===== config.mk =====
export PLATFORM = sky130hd
export DESIGN_NAME = disp_scan
export DESIGN_NICKNAME = d
export VERILOG_FILES = /design/src/rtl/disp_scan.sv
export SDC_FILE = /design/constraint.sdc
export NUM_CORES = 1
export LEC_CHECK = 0
export CAP_MARGIN = 20
export CORE_ASPECT_RATIO = 1.4
export CORE_MARGIN = 1.5
export CORE_UTILIZATION = 55
export CTS_CLUSTER_SIZE = 8
export DETAILED_ROUTE_END_ITERATION = 10
export HOLD_SLACK_MARGIN = 0.05
export PLACE_DENSITY_LB_ADDON = 0.25
export SYNTH_ARGS = -nofsm -noshare
export SYNTH_HDL_FRONTEND = slang
export SYNTH_SLANG_ARGS = --single-unit

===== constraint.sdc =====
create_clock -name clk -period 4.4 [get_ports clk]
set_clock_uncertainty 0.2 [all_clocks]
set_input_delay 0.88 -clock clk [delete_from_list [all_inputs] [get_ports clk]]
set_output_delay 0.88 -clock clk [all_outputs]
set_load 0.005 [all_outputs]

===== src/rtl/disp_scan.sv =====
// Four-digit multiplexed display scanner: show/guard time slicing per digit,
// double-buffered display data swapped at frame boundaries, leading-zero blanking.
module disp_scan #(
  parameter int unsigned CLK_DIV   = 50000,
  parameter int unsigned BLANK_CYC = 1000
) (
  input  logic        clk,
  input  logic        reset_n,
  input  logic        load,
  input  logic [15:0] value,
  input  logic [3:0]  dp_in,
  input  logic        lz_blank,
  output logic [1:0]  digit,
  output logic [3:0]  nibble,
  output logic        dp,
  output logic        blank,
  output logic        pending,
  output logic        frame_tick
);

  localparam int unsigned CMAX = (CLK_DIV > BLANK_CYC) ? CLK_DIV : BLANK_CYC;
  localparam int unsigned CW   = (CMAX > 2) ? $clog2(CMAX) : 1;
  localparam logic [CW-1:0] SHOW_LAST  = CW'(CLK_DIV - 1);
  localparam logic [CW-1:0] GUARD_LAST = CW'((BLANK_CYC > 0) ? BLANK_CYC - 1 : 0);
  localparam logic          NO_GUARD   = (BLANK_CYC == 0);

  typedef enum logic {SHOW, GUARD} state_t;

  state_t      state, state_nxt;
  logic [CW-1:0] cnt, cnt_nxt;
  logic [1:0]  dig, dig_nxt;
  logic        xfer;

  logic [15:0] shadow_v, act_v;
  logic [3:0]  shadow_dp, act_dp;
  logic        pend;
  logic        hi_zero;
  logic        dp_bit;

  always_ff @(posedge clk or negedge reset_n) begin
    if (!reset_n) begin
      state <= SHOW;
      cnt   <= '0;
      dig   <= '0;
    end else begin
      state <= state_nxt;
      cnt   <= cnt_nxt;
      dig   <= dig_nxt;
    end
  end

  // xfer marks the final cycle of digit 3, whichever phase that ends in
  always_comb begin
    state_nxt = state;
    cnt_nxt   = cnt + CW'(1);
    dig_nxt   = dig;
    xfer      = 1'b0;
    case (state)
      SHOW: begin
        if (cnt == SHOW_LAST) begin
          cnt_nxt = '0;
          if (NO_GUARD) begin
            dig_nxt = dig + 2'd1;
            xfer    = (dig == 2'd3);
          end else begin
            state_nxt = GUARD;
          end
        end
      end
      GUARD: begin
        if (cnt == GUARD_LAST) begin
          cnt_nxt   = '0;
          state_nxt = SHOW;
          dig_nxt   = dig + 2'd1;
          xfer      = (dig == 2'd3);
        end
      end
      default: state_nxt = SHOW;
    endcase
  end

  // A load on the transfer edge wins over the pending clear; active takes the old shadow
  always_ff @(posedge clk or negedge reset_n) begin
    if (!reset_n) begin
      shadow_v  <= '0;
      shadow_dp <= '0;
      act_v     <= '0;
      act_dp    <= '0;
      pend      <= 1'b0;
    end else begin
      if (xfer && pend) begin
        act_v  <= shadow_v;
        act_dp <= shadow_dp;
      end
      if (load) begin
        shadow_v  <= value;
        shadow_dp <= dp_in;
        pend      <= 1'b1;
      end else if (xfer) begin
        pend <= 1'b0;
      end
    end
  end

  always_comb begin
    hi_zero = 1'b0;
    case (dig)
      2'd1:    hi_zero = (act_v[15:4]  == '0);
      2'd2:    hi_zero = (act_v[15:8]  == '0);
      2'd3:    hi_zero = (act_v[15:12] == '0);
      default: hi_zero = 1'b0;
    endcase
    dp_bit     = act_dp[dig];
    digit      = dig;
    nibble     = act_v[4*dig +: 4];
    dp         = dp_bit;
    pending    = pend;
    blank      = (state == GUARD) | (lz_blank & hi_zero & ~dp_bit);
    // Reset leaves the FSM at the frame-start position; gate so the tick stays low while held
    frame_tick = reset_n & (state == SHOW) & (cnt == '0) & (dig == 2'd0);
  end

endmodule


==> impl_metrics.env <==
export IMPL_die_h_microns=87.9
export IMPL_drt_vias_per_instance=5.52
export IMPL_r2r_slack_ns=2.05
export IMPL_synth_edf_count=0
export IMPL_rows=30
export IMPL_postCtsSetupBuffers=0
export IMPL_grt_ovfl_total=0
export IMPL_grt_pass1_vias=1825
export IMPL_hold_buffers=0
export IMPL_n_antenna_cell=0
export IMPL_crit_fanout=10
export IMPL_layout_drive_gt1_share=0.287
export IMPL_leakagePower_nw=1.59
export IMPL_critPathKind="reg -> out"
export IMPL_synthTopCellsByCount="dfrtp_1, mux2_2, mux2_4"
export IMPL_antenna_found_initial=0
export IMPL_ctsRootBufferMaster="clkbuf_8"
export IMPL_cts_buffers=9
export IMPL_crit_arrival_ns=2.37
export IMPL_rsz0062_at_grt="false"
export IMPL_tightest_slew_ns=0.932
export IMPL_tns_ns=0
export IMPL_fin_util=0.698
export IMPL_antenna_left=0
export IMPL_sw_frac_of_total=0.200
export IMPL_crit_start="digit[0]$_DFFE_PN0P_"
export IMPL_syn_nets=237
export IMPL_h_tree_depth=3
export IMPL_drc=0
export IMPL_synth_cell_types=35
export IMPL_clockBufferDepth=2
export IMPL_synth_top_cell_by_area="dfrtp_1"
export IMPL_numPortBuffers=33
export IMPL_switchingPower_w=0.000234
export IMPL_cts_num_sinks=60
export IMPL_layout_setup_ws_ns=0.947
export IMPL_p_per_area_nw_per_um2=341
export IMPL_die_area_sq_um=5600
export IMPL_status="completed"
export IMPL_endpoint_kind="output port"
export IMPL_cts_resized=0
export IMPL_hold_path_class="reg -> reg"
export IMPL_dieWidth_microns=63.7
export IMPL_grt_pass1_wl_microns=8910
export IMPL_vdd_drop_max_v=0.000297
export IMPL_crit_path_start_kind="flip-flop"
export IMPL_cellInternalPower_w=0.000936
export IMPL_num_vias=1739
export IMPL_drt_pass1_iter_count=4
export IMPL_async_reset_ff_frac=1.00
export IMPL_comb_power_share=0.047
export IMPL_grt_use_total=0.215
export IMPL_worst_r2r_cell_count=5
export IMPL_yosys_warnings=0
export IMPL_fin_crit_ns=3.45
export IMPL_cp_cell_sequence="mux4_2, o31ai_1, clkdlybuf4s50_1"
export IMPL_syn_inst=206
export IMPL_place_hpwl_microns=3570
export IMPL_avgRoutedWirePerCell_microns=16.3
export IMPL_area_growth_syn_to_layout_pct=21.1
export IMPL_dr_first_iter_drc_count=117
export IMPL_pwr_share_seq=0.495
export IMPL_setup_viol=0
export IMPL_coreArea_sq_um=4920
export IMPL_start_util=0.576
export IMPL_ys_flop_type="dfrtp_1"
export IMPL_synth_area_sq_um=2830
export IMPL_max_stage_delay_ns=0.62
export IMPL_detailedPlace_worstSlack_ns=1.05
export IMPL_cp_slowest_cell="dfrtp_1"
export IMPL_ioPinCount=34
export IMPL_syn_avg_cell_area_sq_um=13.8
export IMPL_gp_congestion=0.830
export IMPL_crit_end="blank"
export IMPL_maxCapViolations=0
export IMPL_clockPowerShare=0.457
export IMPL_nNetsFinal=277
export IMPL_clk_pin_slew_worst_paths_ns=0.07
export IMPL_r2r_start="cnt[12]$_DFF_PN0_"
export IMPL_cp_required_ns=3.32
export IMPL_routed_wl_microns=5140
export IMPL_hold_viol=0
export IMPL_synth_area_top_cells="dfrtp_1, mux2_4, mux2_2, mux4_2, ha_1"
export IMPL_ys_ff_latch=60
export IMPL_slew_headroom=0.377
export IMPL_fmax_mhz=290
export IMPL_synth_top_cell_area_share=0.530
export IMPL_min_period_over_period=0.785
export IMPL_timing_rr_end="act_v[13]$_DFFE_PN0P_"
export IMPL_grt_max_degree=61
export IMPL_final_max_slew_viol_count=0
export IMPL_clock_latency_ns=0.33
export IMPL_cts_tree="done"
export IMPL_hold_slack_ns=0.286
export IMPL_synth_most_common_cell="dfrtp_1"
export IMPL_synth_seq_area_share=0.530
[cell families after synthesis]
kind of cell,count (synthesis),share of synthesized area
flip-flops,60,0.530
AND/OR/NAND/NOR,55,0.117
multiplexers,46,0.229
buffers and inverters,15,0.0256
XOR/XNOR,14,0.0433
AO/OA/AOI/OAI,9,0.0234
adder cells (fa/ha/maj),7,0.0309
[per-layer routing]
layer,global-route usage,part of all wire,vias to the layer above
li1,-,-,814
met1,0.255,0.40,876
met2,0.366,0.54,43
met3,0.0707,0.045,6
met4,0.0791,0.015,0
met5,0,0,-
[power by group through the flow]
stage                     clock [W]  sequential (W)  combinational [W]
after floorplan                   0        0.000587          0.0000226
after global placement            0        0.000589          0.0000552
after detailed placement          0        0.000590          0.0000566
after CTS                  0.000548        0.000580          0.0000571
after global routing       0.000574        0.000582          0.0000614
final                      0.000535        0.000580          0.0000554
[final cells by class]
class	instances	area (sq um)
flip-flops and latches	60	1500
well taps	64	80.1
clock inverters	5	75.1
repair buffers	35	340
fillers	345	1490
inverters	9	33.8
clock buffers	11	141
multi-input cells	131	1260
[cells in the final DEF (no fill, tap or decap), types with 2 or more instances in the layout]
cell type	count
bufinv_16	2
clkinv_2	3
dfrtp_1	60
mux2_4	20
buf_4	2
inv_1	9
and2_2	2
nand2_1	4
ha_1	7
nor2_1	16
a21oi_1	2
nand4_1	5
or2_2	2
clkdlybuf4s50_1	32
a21o_1	2
nor3_1	3
and3_1	5
xor2_1	5
clkbuf_8	10
nor4_1	6
mux4_2	5
mux2_2	20
o31ai_1	2
xnor2_1	9
nand3_1	4
[registers in the layout, summed over array words and instances (netlist names)]
register   cells
act_dp         4
act_v         16
cnt           16
digit          2
pending        1
shadow_dp      4
shadow_v      16
state          1
[per-stage QoR]
step	total power, W	instances	cell area, sq um
2_1_floorplan	0.000609	206	2830
3_3_place_gp	0.000645	299	3210
3_5_place_dp	0.000647	299	3210
4_1_cts	0.00119	315	3430
5_1_grt	0.00122	315	3430
6_report	0.00117	315	3430
[worst min path at each step]
stage | start | depth (start not counted) | to | slack (ns)
after floorplan | cnt[0]$_DFF_PN0_ | 1 | cnt[0]$_DFF_PN0_ | 0.25
after global placement | cnt[0]$_DFF_PN0_ | 1 | cnt[0]$_DFF_PN0_ | 0.28
after detailed placement | cnt[0]$_DFF_PN0_ | 1 | cnt[0]$_DFF_PN0_ | 0.28
after CTS | cnt[0]$_DFF_PN0_ | 1 | cnt[0]$_DFF_PN0_ | 0.29
after global routing | cnt[0]$_DFF_PN0_ | 1 | cnt[0]$_DFF_PN0_ | 0.32
final | cnt[0]$_DFF_PN0_ | 1 | cnt[0]$_DFF_PN0_ | 0.29
[critical path: cells and delay by family (launching register included)]
family                 cells  cell delay (ns)
multiplexers               1             0.58
flip-flops                 1             0.62
AO/OA/AOI/OAI              1             0.29
buffers and inverters      1             0.56
Note: power is estimated with default switching activity, not from simulation.
